==> src/rtl/text_console_ctrl.sv <==
// Character-cell text console controller: writes printable codes at the cursor,
// handles LF/CR/BS/FF, and scrolls the screen memory up one row when the cursor runs off the bottom.
module text_console_ctrl #(
    parameter int         COLS  = 40,
    parameter int         ROWS  = 30,
    parameter logic [7:0] BLANK = 8'h20
) (
    input  logic        clock,
    input  logic        reset,
    input  logic [7:0]  char_in,
    input  logic        char_valid,
    output logic        char_ready,
    output logic        mem_wr,
    output logic [10:0] mem_addr,
    output logic [7:0]  mem_din,
    input  logic [7:0]  mem_dout,
    output logic [4:0]  cursor_row,
    output logic [5:0]  cursor_col,
    output logic        busy
);

    typedef enum logic [2:0] {
        S_IDLE    = 3'd0,
        S_PUT     = 3'd1,
        S_CLEAR   = 3'd2,
        S_SCR_RD  = 3'd3,
        S_SCR_WR  = 3'd4,
        S_SCR_CLR = 3'd5
    } state_t;

    typedef enum logic [2:0] {
        OP_CHAR = 3'd0,
        OP_BS   = 3'd1,
        OP_LF   = 3'd2,
        OP_CR   = 3'd3,
        OP_NOP  = 3'd4
    } op_t;

    localparam logic [10:0] COLS_A     = 11'(COLS);
    localparam logic [10:0] LAST_ADDR  = 11'(COLS * ROWS - 1);
    localparam logic [10:0] COPY_BASE  = 11'(COLS * (ROWS - 1));
    localparam logic [10:0] COPY_LAST  = 11'(COLS * (ROWS - 1) - 1);
    localparam logic [5:0]  LAST_COL   = 6'(COLS - 1);
    localparam logic [4:0]  LAST_ROW   = 5'(ROWS - 1);
    // A one-row screen has nothing to copy, so scrolling reduces to clearing the row.
    localparam state_t      SCROLL_ENTRY = (ROWS > 1) ? S_SCR_RD : S_SCR_CLR;

    state_t      state_r;
    state_t      state_s;
    op_t         op_r;
    op_t         op_s;
    logic        is_ff_s;
    logic        scroll_s;
    logic [10:0] cnt_r;
    logic [10:0] row_base_s;
    logic [10:0] put_addr_s;
    logic [7:0]  data_r;
    logic [7:0]  latch_r;
    logic [4:0]  row_r;
    logic [5:0]  col_r;
    logic        mem_wr_s;
    logic [10:0] mem_addr_s;
    logic [7:0]  mem_din_s;

    // Classify the incoming code; BS at column 0 degenerates to a no-op.
    always_comb begin
        op_s    = OP_NOP;
        is_ff_s = 1'b0;
        if ((char_in >= 8'h20) && (char_in <= 8'h7E)) begin
            op_s = OP_CHAR;
        end else begin
            case (char_in)
                8'h0A:   op_s = OP_LF;
                8'h0D:   op_s = OP_CR;
                8'h08:   op_s = (col_r != 6'd0) ? OP_BS : OP_NOP;
                8'h0C:   is_ff_s = 1'b1;
                default: op_s = OP_NOP;
            endcase
        end
    end

    // Target cell address for a write at (or, for BS, just left of) the cursor.
    always_comb begin
        row_base_s = 11'(row_r) * COLS_A;
        if (op_s == OP_BS) begin
            put_addr_s = row_base_s + 11'(col_r) - 11'd1;
        end else begin
            put_addr_s = row_base_s + 11'(col_r);
        end
    end

    assign scroll_s = ((op_r == OP_CHAR) && (col_r == LAST_COL) && (row_r == LAST_ROW)) ||
                      ((op_r == OP_LF) && (row_r == LAST_ROW));

    // State register.
    always_ff @(posedge clock) begin
        if (reset) begin
            state_r <= S_IDLE;
        end else begin
            state_r <= state_s;
        end
    end

    // Next-state logic.
    always_comb begin
        state_s = state_r;
        case (state_r)
            S_IDLE: begin
                if (char_valid) begin
                    state_s = is_ff_s ? S_CLEAR : S_PUT;
                end else begin
                    state_s = S_IDLE;
                end
            end
            S_PUT:     state_s = scroll_s ? SCROLL_ENTRY : S_IDLE;
            S_CLEAR:   state_s = (cnt_r == LAST_ADDR) ? S_IDLE : S_CLEAR;
            S_SCR_RD:  state_s = S_SCR_WR;
            S_SCR_WR:  state_s = (cnt_r == COPY_LAST) ? S_SCR_CLR : S_SCR_RD;
            S_SCR_CLR: state_s = (cnt_r == LAST_ADDR) ? S_IDLE : S_SCR_CLR;
            default:   state_s = S_IDLE;
        endcase
    end

    // Datapath: operation capture, address counter, read latch and cursor.
    always_ff @(posedge clock) begin
        if (reset) begin
            op_r    <= OP_NOP;
            cnt_r   <= 11'd0;
            data_r  <= 8'h00;
            latch_r <= 8'h00;
            row_r   <= 5'd0;
            col_r   <= 6'd0;
        end else begin
            case (state_r)
                S_IDLE: begin
                    if (char_valid) begin
                        op_r   <= op_s;
                        data_r <= (op_s == OP_BS) ? BLANK : char_in;
                        cnt_r  <= is_ff_s ? 11'd0 : put_addr_s;
                    end
                end
                S_PUT: begin
                    if (scroll_s) begin
                        cnt_r <= 11'd0;
                    end
                    case (op_r)
                        OP_CHAR: begin
                            if (col_r != LAST_COL) begin
                                col_r <= col_r + 6'd1;
                            end else begin
                                col_r <= 6'd0;
                                if (row_r != LAST_ROW) begin
                                    row_r <= row_r + 5'd1;
                                end
                            end
                        end
                        OP_LF: begin
                            col_r <= 6'd0;
                            if (row_r != LAST_ROW) begin
                                row_r <= row_r + 5'd1;
                            end
                        end
                        OP_CR:   col_r <= 6'd0;
                        OP_BS:   col_r <= col_r - 6'd1;
                        default: ;
                    endcase
                end
                S_CLEAR: begin
                    if (cnt_r == LAST_ADDR) begin
                        cnt_r <= 11'd0;
                        row_r <= 5'd0;
                        col_r <= 6'd0;
                    end else begin
                        cnt_r <= cnt_r + 11'd1;
                    end
                end
                S_SCR_RD: latch_r <= mem_dout;
                S_SCR_WR: begin
                    if (cnt_r == COPY_LAST) begin
                        cnt_r <= COPY_BASE;
                    end else begin
                        cnt_r <= cnt_r + 11'd1;
                    end
                end
                S_SCR_CLR: begin
                    if (cnt_r == LAST_ADDR) begin
                        cnt_r <= 11'd0;
                    end else begin
                        cnt_r <= cnt_r + 11'd1;
                    end
                end
                default: ;
            endcase
        end
    end

    // Memory port outputs decoded from the current state.
    always_comb begin
        mem_wr_s   = 1'b0;
        mem_addr_s = 11'd0;
        mem_din_s  = 8'h00;
        case (state_r)
            S_PUT: begin
                mem_wr_s   = (op_r == OP_CHAR) || (op_r == OP_BS);
                mem_addr_s = cnt_r;
                mem_din_s  = data_r;
            end
            S_CLEAR, S_SCR_CLR: begin
                mem_wr_s   = 1'b1;
                mem_addr_s = cnt_r;
                mem_din_s  = BLANK;
            end
            S_SCR_RD: begin
                mem_wr_s   = 1'b0;
                mem_addr_s = cnt_r + COLS_A;
                mem_din_s  = 8'h00;
            end
            S_SCR_WR: begin
                mem_wr_s   = 1'b1;
                mem_addr_s = cnt_r;
                mem_din_s  = latch_r;
            end
            default: begin
                mem_wr_s   = 1'b0;
                mem_addr_s = 11'd0;
                mem_din_s  = 8'h00;
            end
        endcase
    end

    // Reset suppresses the write of the cycle it arrives in, so an abort leaves no extra cell written.
    assign mem_wr     = mem_wr_s & ~reset;
    assign mem_addr   = mem_addr_s;
    assign mem_din    = mem_din_s;
    assign char_ready = (state_r == S_IDLE) && !reset;
    assign busy       = (state_r != S_IDLE);
    assign cursor_row = row_r;
    assign cursor_col = col_r;

endmodule

==> config.mk <==
export PLATFORM = sky130hd
export DESIGN_NAME = text_console_ctrl
export DESIGN_NICKNAME = d
export VERILOG_FILES = /design/src/rtl/text_console_ctrl.sv
export SDC_FILE = /design/constraint.sdc
export NUM_CORES = 1
export LEC_CHECK = 0
export CORE_MARGIN = 4
export CORE_UTILIZATION = 32
export DETAILED_ROUTE_END_ITERATION = 10
export GPL_ROUTABILITY_DRIVEN = 0
export SYNTH_ARGS = -nofsm -noshare
export SYNTH_HDL_FRONTEND = slang
export SYNTH_SLANG_ARGS = --single-unit
==> constraint.sdc <==
create_clock -name clock -period 6.9 [get_ports clock]
set_input_delay 1.035 -clock clock [delete_from_list [all_inputs] [get_ports clock]]
set_output_delay 1.035 -clock clock [all_outputs]
set_load 0.01 [all_outputs]
==> reports/qor.json <==
{
  "cts_tree": {"value": "yes"},
  "worst_skew_pair.late_latency": {"value": 0.31, "unit": "ns"},
  "slew_viol_final": {"value": 0},
  "dp.cells": {"value": 604},
  "p_leak": {"value": 1.384, "unit": "nW"},
  "drt.antenna.violating_nets": {"value": 0},
  "finalSetupViolCount": {"value": 0},
  "syn_inst": {"value": 444},
  "syn_area": {"value": 0.003259, "unit": "mm²"},
  "design.core.area": {"value": 0.009864, "unit": "mm²"},
  "critical-path-max-stage-delay": {"value": 0.65, "unit": "ns"},
  "routed_wire_length_per_instance": {"value": 14.82, "unit": "µm"},
  "post_cts_hold_buffer_count": {"value": 0},
  "final.setup.tns": {"value": 0, "unit": "ns"},
  "worst_hold_startpoint": {"value": "latch_r[3]"},
  "synthTopCellsByArea": {"value": "dfxtp_1 27%, nand2_1 7.3%, a21oi_1 6.8%"},
  "ctsHtreeMaxLevel": {"value": 2},
  "dr.pass1.iters": {"value": 5},
  "dpl.hpwl": {"value": 6.868, "unit": "mm"},
  "post_synthesis_net_count": {"value": 480},
  "cts.sink_count": {"value": 44},
  "hold_slack": {"value": 0.4660, "unit": "ns"},
  "critPathMaxFanout": {"value": 14},
  "post_cts_buffers": {"value": 0},
  "track_usage": {"value": 0.1577},
  "worstPathRequired": {"value": 5.86, "unit": "ns"},
  "die_outline_area": {"value": 0.01186, "unit": "mm²"},
  "synth_top_flop_cell": {"value": "dfxtp_1"},
  "final_util": {"value": 0.4012},
  "critPathLaunchType": {"value": "flop"},
  "r2r_end": {"value": "cnt_r[2]"},
  "cpLargestDelayFamily": {"value": "XOR/XNOR gates"},
  "max-clock-path-buffers": {"value": 2},
  "min_to": {"value": "latch_r[3]"},
  "grt_remaining_overflow": {"value": 0},
  "first_global_vias": {"value": 3013},
  "unrepaired_setup_endpoints_after_global_routing": {"value": "false"},
  "post-layout-total-power": {"value": 555.6, "unit": "µW"},
  "clock.fmax": {"value": 274.9, "unit": "MHz"},
  "antenna_found_initial": {"value": 0},
  "vdd.ir_drop.worst": {"value": 0.08175, "unit": "mV"},
  "initial_utilization": {"value": 0.3304},
  "clockRootBuffer": {"value": "clkbuf_8"},
  "commonest_non_fill_non_tap_cell_in_the_layout": {"value": "nand2_1"},
  "number_of_enable_type_register_cells_in_the_synthesized_netlist": {"value": 0},
  "status": {"value": "complete, no violations"},
  "n_antenna_cell": {"value": 0},
  "leading_area_contributor_after_synthesis": {"value": "dfxtp_1"},
  "maxCapViolations": {"value": 0},
  "critical_path.cell_chain": {"value": "nor2_1 -> xnor2_1 -> nor2_1 -> nor2b_1 -> clkdlybuf4s50_1"},
  "routed_wl": {"value": 9.068, "unit": "mm"},
  "timing.rr.start": {"value": "cnt_r[6]"},
  "synth_top_area_frac": {"value": 0.2702},
  "synth_area_per_cell": {"value": 7.341, "unit": "µm²"},
  "worst_hold_path_depth": {"value": 2},
  "post-route-drc-count": {"value": 0},
  "cts-resized-gates": {"value": 0},
  "regToRegSetupSlack": {"value": 3.96, "unit": "ns"},
  "min-delay-path-class": {"value": "flop to flop"},
  "worst_clock_skew": {"value": 0.007144, "unit": "ns"},
  "worst_path_most_repeated_cell": {"value": "nor2_1"},
  "grt_max_degree": {"value": 44},
  "std_cell_rows": {"value": 36},
  "power.density_cell_area": {"value": 140.4, "unit": "mW/mm²"},
  "io-pin-count": {"value": 52},
  "worstPathArrival": {"value": 2.60, "unit": "ns"},
  "drive_above_1_share": {"value": 0.04175},
  "worst_margin_pin_slew": {"value": 1.184, "unit": "ns"},
  "final_min_period_over_clock_period": {"value": 0.5272},
  "cpMaxStageDelayCell": {"value": "xnor2_1"},
  "vias": {"value": 3251},
  "finalNetCount": {"value": 514},
  "chipHeight": {"value": 108.9, "unit": "µm"},
  "setup.worst_path.end_class": {"value": "output pin"},
  "post_synth_arst_share": {"value": 0},
  "final.min_clock_period": {"value": 3.638, "unit": "ns"},
  "seq_area_frac_synth": {"value": 0.2702},
  "post_layout_nonfiller_instances": {"value": 612},
  "die_width": {"value": 108.9, "unit": "µm"},
  "timing.critical_path.buf_inv": {"value": 1},
  "layout-area-overhead-vs-synth": {"value": 21.42, "unit": "%"},
  "crit_type": {"value": "flop to output pin"},
  "layout_common_cells": {"value": "63 x nand2_1, 51 x clkdlybuf4s50_1, 44 x a21oi_1, 44 x dfxtp_1, 42 x nor2_1"},
  "postSynthRegisterBits": {"value": 44},
  "drt-initial-drc-count": {"value": 223},
  "numPortBuffers": {"value": 51},
  "yosysWarningCount": {"value": 0},
  "cts_inserted_buffers": {"value": 5},
  "ff2ff_path_depth": {"value": 7},
  "grt_pass1_wl": {"value": 15.16, "unit": "mm"},
  "number_of_hold_violations_in_the_final_report": {"value": 0},
  "vias_per_cell": {"value": 5.312},
  "worst_setup_hold_path_clk_slew": {"value": 0.10, "unit": "ns"},
  "synth_cell_type_count": {"value": 59},
  "max-slew-margin-rel": {"value": 0.2049}
}
==> layout make-up <==
type / count / area (µm²)
clock buffers: 5 / 68.82
repair buffers: 53 / 525.5
clock inverters: 3 / 46.29
well taps: 133 / 166.4
inverters: 13 / 48.80
multi-input cells: 361 / 2221
flip-flops and latches: 44 / 880.8
fillers: 1017 / 5907
==> worst max path at each step <==
| stage | from | end | cells past startpoint |
|---|---|---|---|
| 2_1_floorplan | char_in[5] | cnt_r[7] | 7 |
| 3_3_place_gp | char_in[5] | cnt_r[2] | 8 |
| 3_5_place_dp | char_in[5] | cnt_r[7] | 8 |
| 4_1_cts | state_r[1] | mem_addr[5] | 5 |
| 5_1_grt | state_r[1] | mem_addr[5] | 5 |
| 6_report | state_r[2] | mem_addr[0] | 5 |
==> logic make-up after synthesis <==
| kind of cell | after synthesis | synth area share |
|---|---|---|
| fa+ha+maj | 17 | 0.06987 |
| flops | 44 | 0.2702 |
| compound gates | 126 | 0.2449 |
| mux | 1 | 0.003455 |
| simple gates | 186 | 0.2799 |
| buf+inv | 39 | 0.04837 |
| xor+xnor | 31 | 0.08330 |
==> Yosys cell counts (5+ instances only) <==
cell and count:
nand3_1 16, xnor2_1 19, xor2_1 12, o22ai_1 6
inv_1 13, o21ai_0 29, nand2_1 63, nor2_1 42
nor2b_1 6, clkbuf_1 20, a21oi_1 44, dfxtp_1 44
a31oi_1 5, nand4_1 5, nor3b_1 5, a22o_1 9
ha_1 15, nor3_1 12, and2_1 7
==> report_power, final <==
part / internal, mW / switching, mW
clock network: 0.109 / 0.103
registers: 0.260 / 0.00921
logic: 0.0336 / 0.0403
total: 0.403 / 0.152
==> state kept, by name (all words and copies together), names as in the netlist <==
register and cells:
cursor_col 6, cnt_r 11, state_r 3, cursor_row 5, op_r 3, latch_r 8
data_r 8
==> tightest hold or removal path, cell delays in order, from the launching register on <==
cell and delay [ns]:
dfxtp_1 0.32, nand2_1 0.05, a21oi_1 0.05
==> metrics by stage <==
step	area [µm²]	setup slack (ns)
after CTS	3958	3.222
final	3958	3.262
after global placement	3842	3.088
after floorplan	3259	3.695
after global routing	3958	2.965
after detailed placement	3842	3.051
==> per-layer routing <==
metal | track usage | wire length [µm] | vias up
li1 | - | - | 1653
met5 | 0 | 0 | -
met3 | 0.02013 | 352 | 10
met2 | 0.2469 | 4172 | 76
met4 | 0.04148 | 138 | 0
met1 | 0.2277 | 4405 | 1512
(Power assumes the default switching activity.)
